$ cat config.mk
export PLATFORM = sky130hd
export DESIGN_NAME = dual_stack_controller
export DESIGN_NICKNAME = d
export VERILOG_FILES = /design/src/rtl/dual_stack_controller.sv
export SDC_FILE = /design/constraint.sdc
export NUM_CORES = 1
export LEC_CHECK = 0
export CORE_ASPECT_RATIO = 1.1
export CORE_MARGIN = 2
export CORE_UTILIZATION = 38
export CTS_BUF_LIST = sky130_fd_sc_hd__clkbuf_4
export CTS_CLUSTER_DIAMETER = 120
export DETAILED_ROUTE_END_ITERATION = 12
export GPL_TIMING_DRIVEN = 0
export PLACE_DENSITY = 0.88
export SKIP_LAST_GASP = 1
export SLEW_MARGIN = 40
export SYNTH_ARGS = -nofsm -noshare
export SYNTH_HDL_FRONTEND = slang
export SYNTH_SLANG_ARGS = --single-unit
$ cat constraint.sdc
create_clock -name clock -period 4.7 [get_ports clock]
set_clock_uncertainty 0.2 [all_clocks]
set_input_delay 1.41 -clock clock [delete_from_list [all_inputs] [get_ports clock]]
set_output_delay 1.41 -clock clock [all_outputs]
set_load 0.02 [all_outputs]
$ cat src/rtl/dual_stack_controller.sv
// dual_stack_controller: two LIFO stacks pooled in one single-port RAM.
// Stack A grows up from address 0, stack B grows down from DEPTH-1.
module dual_stack_controller #(
  parameter int WIDTH = 8,
  parameter int DEPTH = 8,
  localparam int DEPTH_LOG2 = $clog2(DEPTH)
) (
  input  logic                  clock,
  input  logic                  reset,
  output logic                  full,
  output logic                  empty_a,
  output logic                  empty_b,
  output logic [DEPTH_LOG2:0]   count_a,
  output logic [DEPTH_LOG2:0]   count_b,
  input  logic [WIDTH-1:0]      push_a_data,
  input  logic [WIDTH-1:0]      push_b_data,
  input  logic                  push_a_valid,
  input  logic                  push_b_valid,
  output logic                  push_a_ready,
  output logic                  push_b_ready,
  input  logic                  pop_a_valid,
  input  logic                  pop_b_valid,
  output logic                  pop_a_ready,
  output logic                  pop_b_ready,
  output logic [WIDTH-1:0]      pop_a_data,
  output logic [WIDTH-1:0]      pop_b_data,
  output logic                  memory_enable,
  output logic                  memory_write_enable,
  output logic [DEPTH_LOG2-1:0] memory_address,
  output logic [WIDTH-1:0]      memory_write_data,
  input  logic [WIDTH-1:0]      memory_read_data
);

  localparam int CW = DEPTH_LOG2 + 1;
  localparam logic [CW-1:0] DEPTH_C = CW'(DEPTH);
  localparam logic [DEPTH_LOG2-1:0] TOP = DEPTH_LOG2'(DEPTH - 1);
  localparam logic [DEPTH_LOG2-1:0] ONE = DEPTH_LOG2'(1);

  logic [CW-1:0] total;
  logic pop_ok_a, push_ok_a, req_a;
  logic pop_ok_b, push_ok_b, req_b;
  logic grant_a, grant_b, pointer;
  logic [DEPTH_LOG2-1:0] ca_lo, cb_lo;

  // Request qualification and arbitration; pop beats push per stack.
  always_comb begin
    total     = count_a + count_b;
    full      = (total == DEPTH_C);
    empty_a   = (count_a == '0);
    empty_b   = (count_b == '0);
    pop_ok_a  = pop_a_valid & ~empty_a;
    push_ok_a = push_a_valid & ~full;
    pop_ok_b  = pop_b_valid & ~empty_b;
    push_ok_b = push_b_valid & ~full;
    req_a     = pop_ok_a | push_ok_a;
    req_b     = pop_ok_b | push_ok_b;
    grant_a   = ~reset & req_a & (~req_b | ~pointer);
    grant_b   = ~reset & req_b & (~req_a | pointer);
  end

  assign pop_a_ready  = grant_a & pop_ok_a;
  assign push_a_ready = grant_a & ~pop_ok_a;
  assign pop_b_ready  = grant_b & pop_ok_b;
  assign push_b_ready = grant_b & ~pop_ok_b;
  assign pop_a_data   = pop_a_ready ? memory_read_data : '0;
  assign pop_b_data   = pop_b_ready ? memory_read_data : '0;

  // RAM port drive; address arithmetic is modulo the RAM address width.
  always_comb begin
    ca_lo               = count_a[DEPTH_LOG2-1:0];
    cb_lo               = count_b[DEPTH_LOG2-1:0];
    memory_enable       = grant_a | grant_b;
    memory_write_enable = push_a_ready | push_b_ready;
    memory_address      = '0;
    memory_write_data   = '0;
    if (grant_a) begin
      memory_address    = pop_ok_a ? ca_lo - ONE : ca_lo;
      memory_write_data = pop_ok_a ? '0 : push_a_data;
    end else if (grant_b) begin
      memory_address    = pop_ok_b ? TOP - cb_lo + ONE : TOP - cb_lo;
      memory_write_data = pop_ok_b ? '0 : push_b_data;
    end
  end

  // Occupancy counters and round-robin pointer.
  always_ff @(posedge clock) begin
    if (reset) begin
      count_a <= '0;
      count_b <= '0;
      pointer <= 1'b0;
    end else begin
      if (pop_a_ready) count_a <= count_a - CW'(1);
      else if (push_a_ready) count_a <= count_a + CW'(1);
      if (pop_b_ready) count_b <= count_b - CW'(1);
      else if (push_b_ready) count_b <= count_b + CW'(1);
      if (req_a & req_b) pointer <= ~pointer;
    end
  end

endmodule

==> results.py <==
metrics = {
    "setup_path": {
        "cp_top_family": "buffers and inverters",
        "reg2reg_depth": 15,
        "cp_max_fo": 6,
        "reg2reg_to": "count_a[2]",
        "critPathLaunchType": "primary input",
        "path_cells": "clkdlybuf4s50_1 -> inv_1 -> o211ai_1 -> buf_4 -> buf_4 -> o22ai_1 -> clkdlybuf4s15_1",
        "crit_buf_inv": 5,
        "cp.arrival_ps": 3010,
        "critical_path.max_stage_delay_ps": 520,
        "critical_path_class": "in -> out",
        "cp_slowest_cell": "clkdlybuf4s50_1",
        "crit_top_cell": "buf_4",
        "ff2ff_setup_slack_ps": 1120,
        "r2r-start": "count_a[0]",
        "cp-end-kind": "output port",
        "required_ps": 3090,
    },
    "grt": {
        "grt_pass1_vias": 1397,
        "grt_pass1_wl_um": 6080,
        "grt_max_degree": 11,
        "grt_usage": 0.207,
        "grt-ovfl-total": 0,
        "antenna_found_initial": 0,
    },
    "detailed_routing": {
        "ant_nets": 0,
        "wirelength_um": 3830,
        "first_pass_iters": 4,
        "route.vias.total": 1517,
        "drt_iter0_markers": 43,
        "wl_per_cell_um": 13.9,
        "routed_via_density": 5.50,
        "remaining_drc_errors": 0,
    },
    "power": {
        "internal_power_uw": 725,
        "p_sw_frac": 0.498,
        "pwr-share-seq": 0.112,
        "switchingPower_uw": 721,
        "power.total_uw": 1450,
        "power.share.combinational": 0.839,
        "ir_drop_uv": 378,
        "leakagePower_uw": 0.000915,
        "p_per_area_nw_per_um2": 696,
        "clkPwrFrac": 0.049,
    },
    "clock_network": {
        "tritoncts": "built",
        "cts-buffers-inserted": 3,
        "htreeDepth": 1,
        "cts.sinks": 9,
        "clock_path_buffers": 2,
        "cts_root_buffer": "clkbuf_4",
        "clk_pin_slew_ps": 60,
        "hold_buffers": 0,
        "clock_latency_ps": 270,
    },
    "logic_synthesis": {
        "synth_top_area_frac": 0.151,
        "synth_seq_cells": 9,
        "synth_cell_types": 41,
        "synth.most_common_cell": "and2_1",
        "synth_common_cells": "and2_1, xnor2_1, a22o_1, dfxtp_1",
        "syn_avg_cell_area_um2": 8.02,
        "yosysTopAreaCell": "dfxtp_1",
        "syn_area_um2": 1190,
        "ys_top_cells_by_area": "dfxtp_1, and2_1, ha_1",
        "syn_inst": 149,
        "postSynthNetCount": 187,
        "synth_ff_type": "dfxtp_1",
        "ys_warn_count": 0,
        "synth-async-reset-ratio": 0,
        "synth_edf_count": 0,
        "yosysSeqAreaShare": 0.151,
    },
    "placed_design": {
        "globalplace.congestion": 0.818,
        "placed_cell_area_um2": 1970,
        "place_hpwl_um": 2790,
        "dp_cells": 256,
        "portBuffers": 73,
    },
    "timing": {
        "fmaxAchievable_ghz": 0.216,
        "finalHoldViolCount": 0,
        "timing.final.crit_share": 0.983,
        "period_needed_ps": 4620,
        "setup_viol": 0,
        "worst_slew_pin_slew_ps": 506,
        "relSlewSlack": 0.663,
        "slew_violations": 0,
    },
    "job": {
        "drv_cap": 0,
    },
    "hold_path": {
        "min_to": "count_b[0]",
        "worstHoldPathType": "reg -> reg",
        "whs_path_depth": 2,
        "hp-start": "count_b[0]",
    },
    "floorplan": {
        "rows": 21,
        "die_h_um": 62.8,
        "core_area_um2": 3020,
        "initial_core_util": 0.395,
        "io_pins": 74,
        "dieArea_um2": 3610,
        "die_w_um": 57.5,
    },
    "cells_and_area": {
        "areaGrowthSynthToFinish_pct": 73.9,
        "finalNetCount": 281,
        "fin_cells": 276,
        "layout-drive-gt1-share": 0.281,
        "insertedDiodeCount": 0,
        "finish.instance_area_um2": 2080,
    },
    "run_status": {
        "status": "finished clean",
    },
}
-- sequential cells by signal (all words and copies together), names as in the netlist --
signal	count
count_a	4
count_b	4
pointer	1
-- layout make-up --
| type | instances | area, µm² |
|---|---|---|
| fillers | 259 | 943 |
| multi-input cells | 126 | 947 |
| repair buffers | 88 | 782 |
| flip-flops and latches | 9 | 188 |
| plain buffers | 8 | 62.6 |
| clock buffers | 4 | 30.0 |
| inverters | 7 | 26.3 |
| well taps | 34 | 42.5 |
-- logic make-up after synthesis --
| group | synth area share |
|---|---|
| multiplexers | 0.0168 |
| flip-flops | 0.151 |
| buffers and inverters | 0.0838 |
| adder cells (fa/ha/maj) | 0.0900 |
| AND/OR/NAND/NOR | 0.312 |
| XOR/XNOR | 0.0942 |
| AO/OA/AOI/OAI | 0.252 |
-- metrics by stage --
step | setup TNS (ps) | hold WS, ps | setup slack (ps) | utilization
floorplan | 0 | 438 | 342 | -
global placement | -18450 | 397 | -660 | 0.651
detailed placement | -19050 | 393 | -693 | 0.651
CTS | 0 | 404 | 85.3 | 0.676
global route | -21.9 | 425 | -15.8 | 0.688
finish | 0 | 383 | 78.7 | 0.688
-- repair_timing --
item	in CTS	in global routing
setup buffers	13	2
resized for setup	115	6
pin swaps	8	3
endpoints found under the setup margin	33	32
gates cloned	1	1
-- cells in the final DEF, fill, tap and decap left out, types with 8 or more instances in the layout --
cell              n
clkdlybuf4s50_1  36
buf_4            20
and2_1           16
buf_2            12
dlygate4sd2_1    10
clkdlybuf4s15_2  10
xnor2_1           9
a22o_1            9
o21ai_0           8
a21oi_1           8
-- how the worst max path moves through the flow --
stage           startpoint                    to  slack [ps]  cells after the start
3_5_place_dp   pop_b_valid  memory_write_data[2]        -690                      7
3_3_place_gp   pop_b_valid  memory_write_data[5]        -660                      7
4_1_cts         count_b[0]         pop_a_data[5]          90                     10
6_report             reset     memory_address[0]          80                      7
5_1_grt         count_a[0]         pop_a_data[6]         -20                     11
2_1_floorplan  pop_a_valid  memory_write_data[0]         340                      7
-- power by group through the flow --
| stage | sequential (µW) | clock [µW] | combinational, µW |
|---|---|---|---|
| global route | 168 | 73.3 | 1300 |
| floorplan | 177 | 0 | 710 |
| CTS | 155 | 66.9 | 1170 |
| finish | 163 | 70.2 | 1210 |
| detailed placement | 157 | 0 | 1140 |
| global placement | 156 | 0 | 1120 |
-- worst reg2reg max path, delay by kind of cell, from the launching register on --
kind	cells	cell delay, ps
simple gates	4	860
fa+ha+maj	3	830
compound gates	4	800
flops	1	410
xor+xnor	2	230
buf+inv	2	200
-- per-layer routing --
metal	GRT usage	vias up	wire length, µm
met5	0	-	0
met3	0.0580	13	417
met2	0.369	86	1810
met1	0.223	686	1480
met4	0.0843	0	123
li1	-	732	-
(Power assumes the default switching activity.)
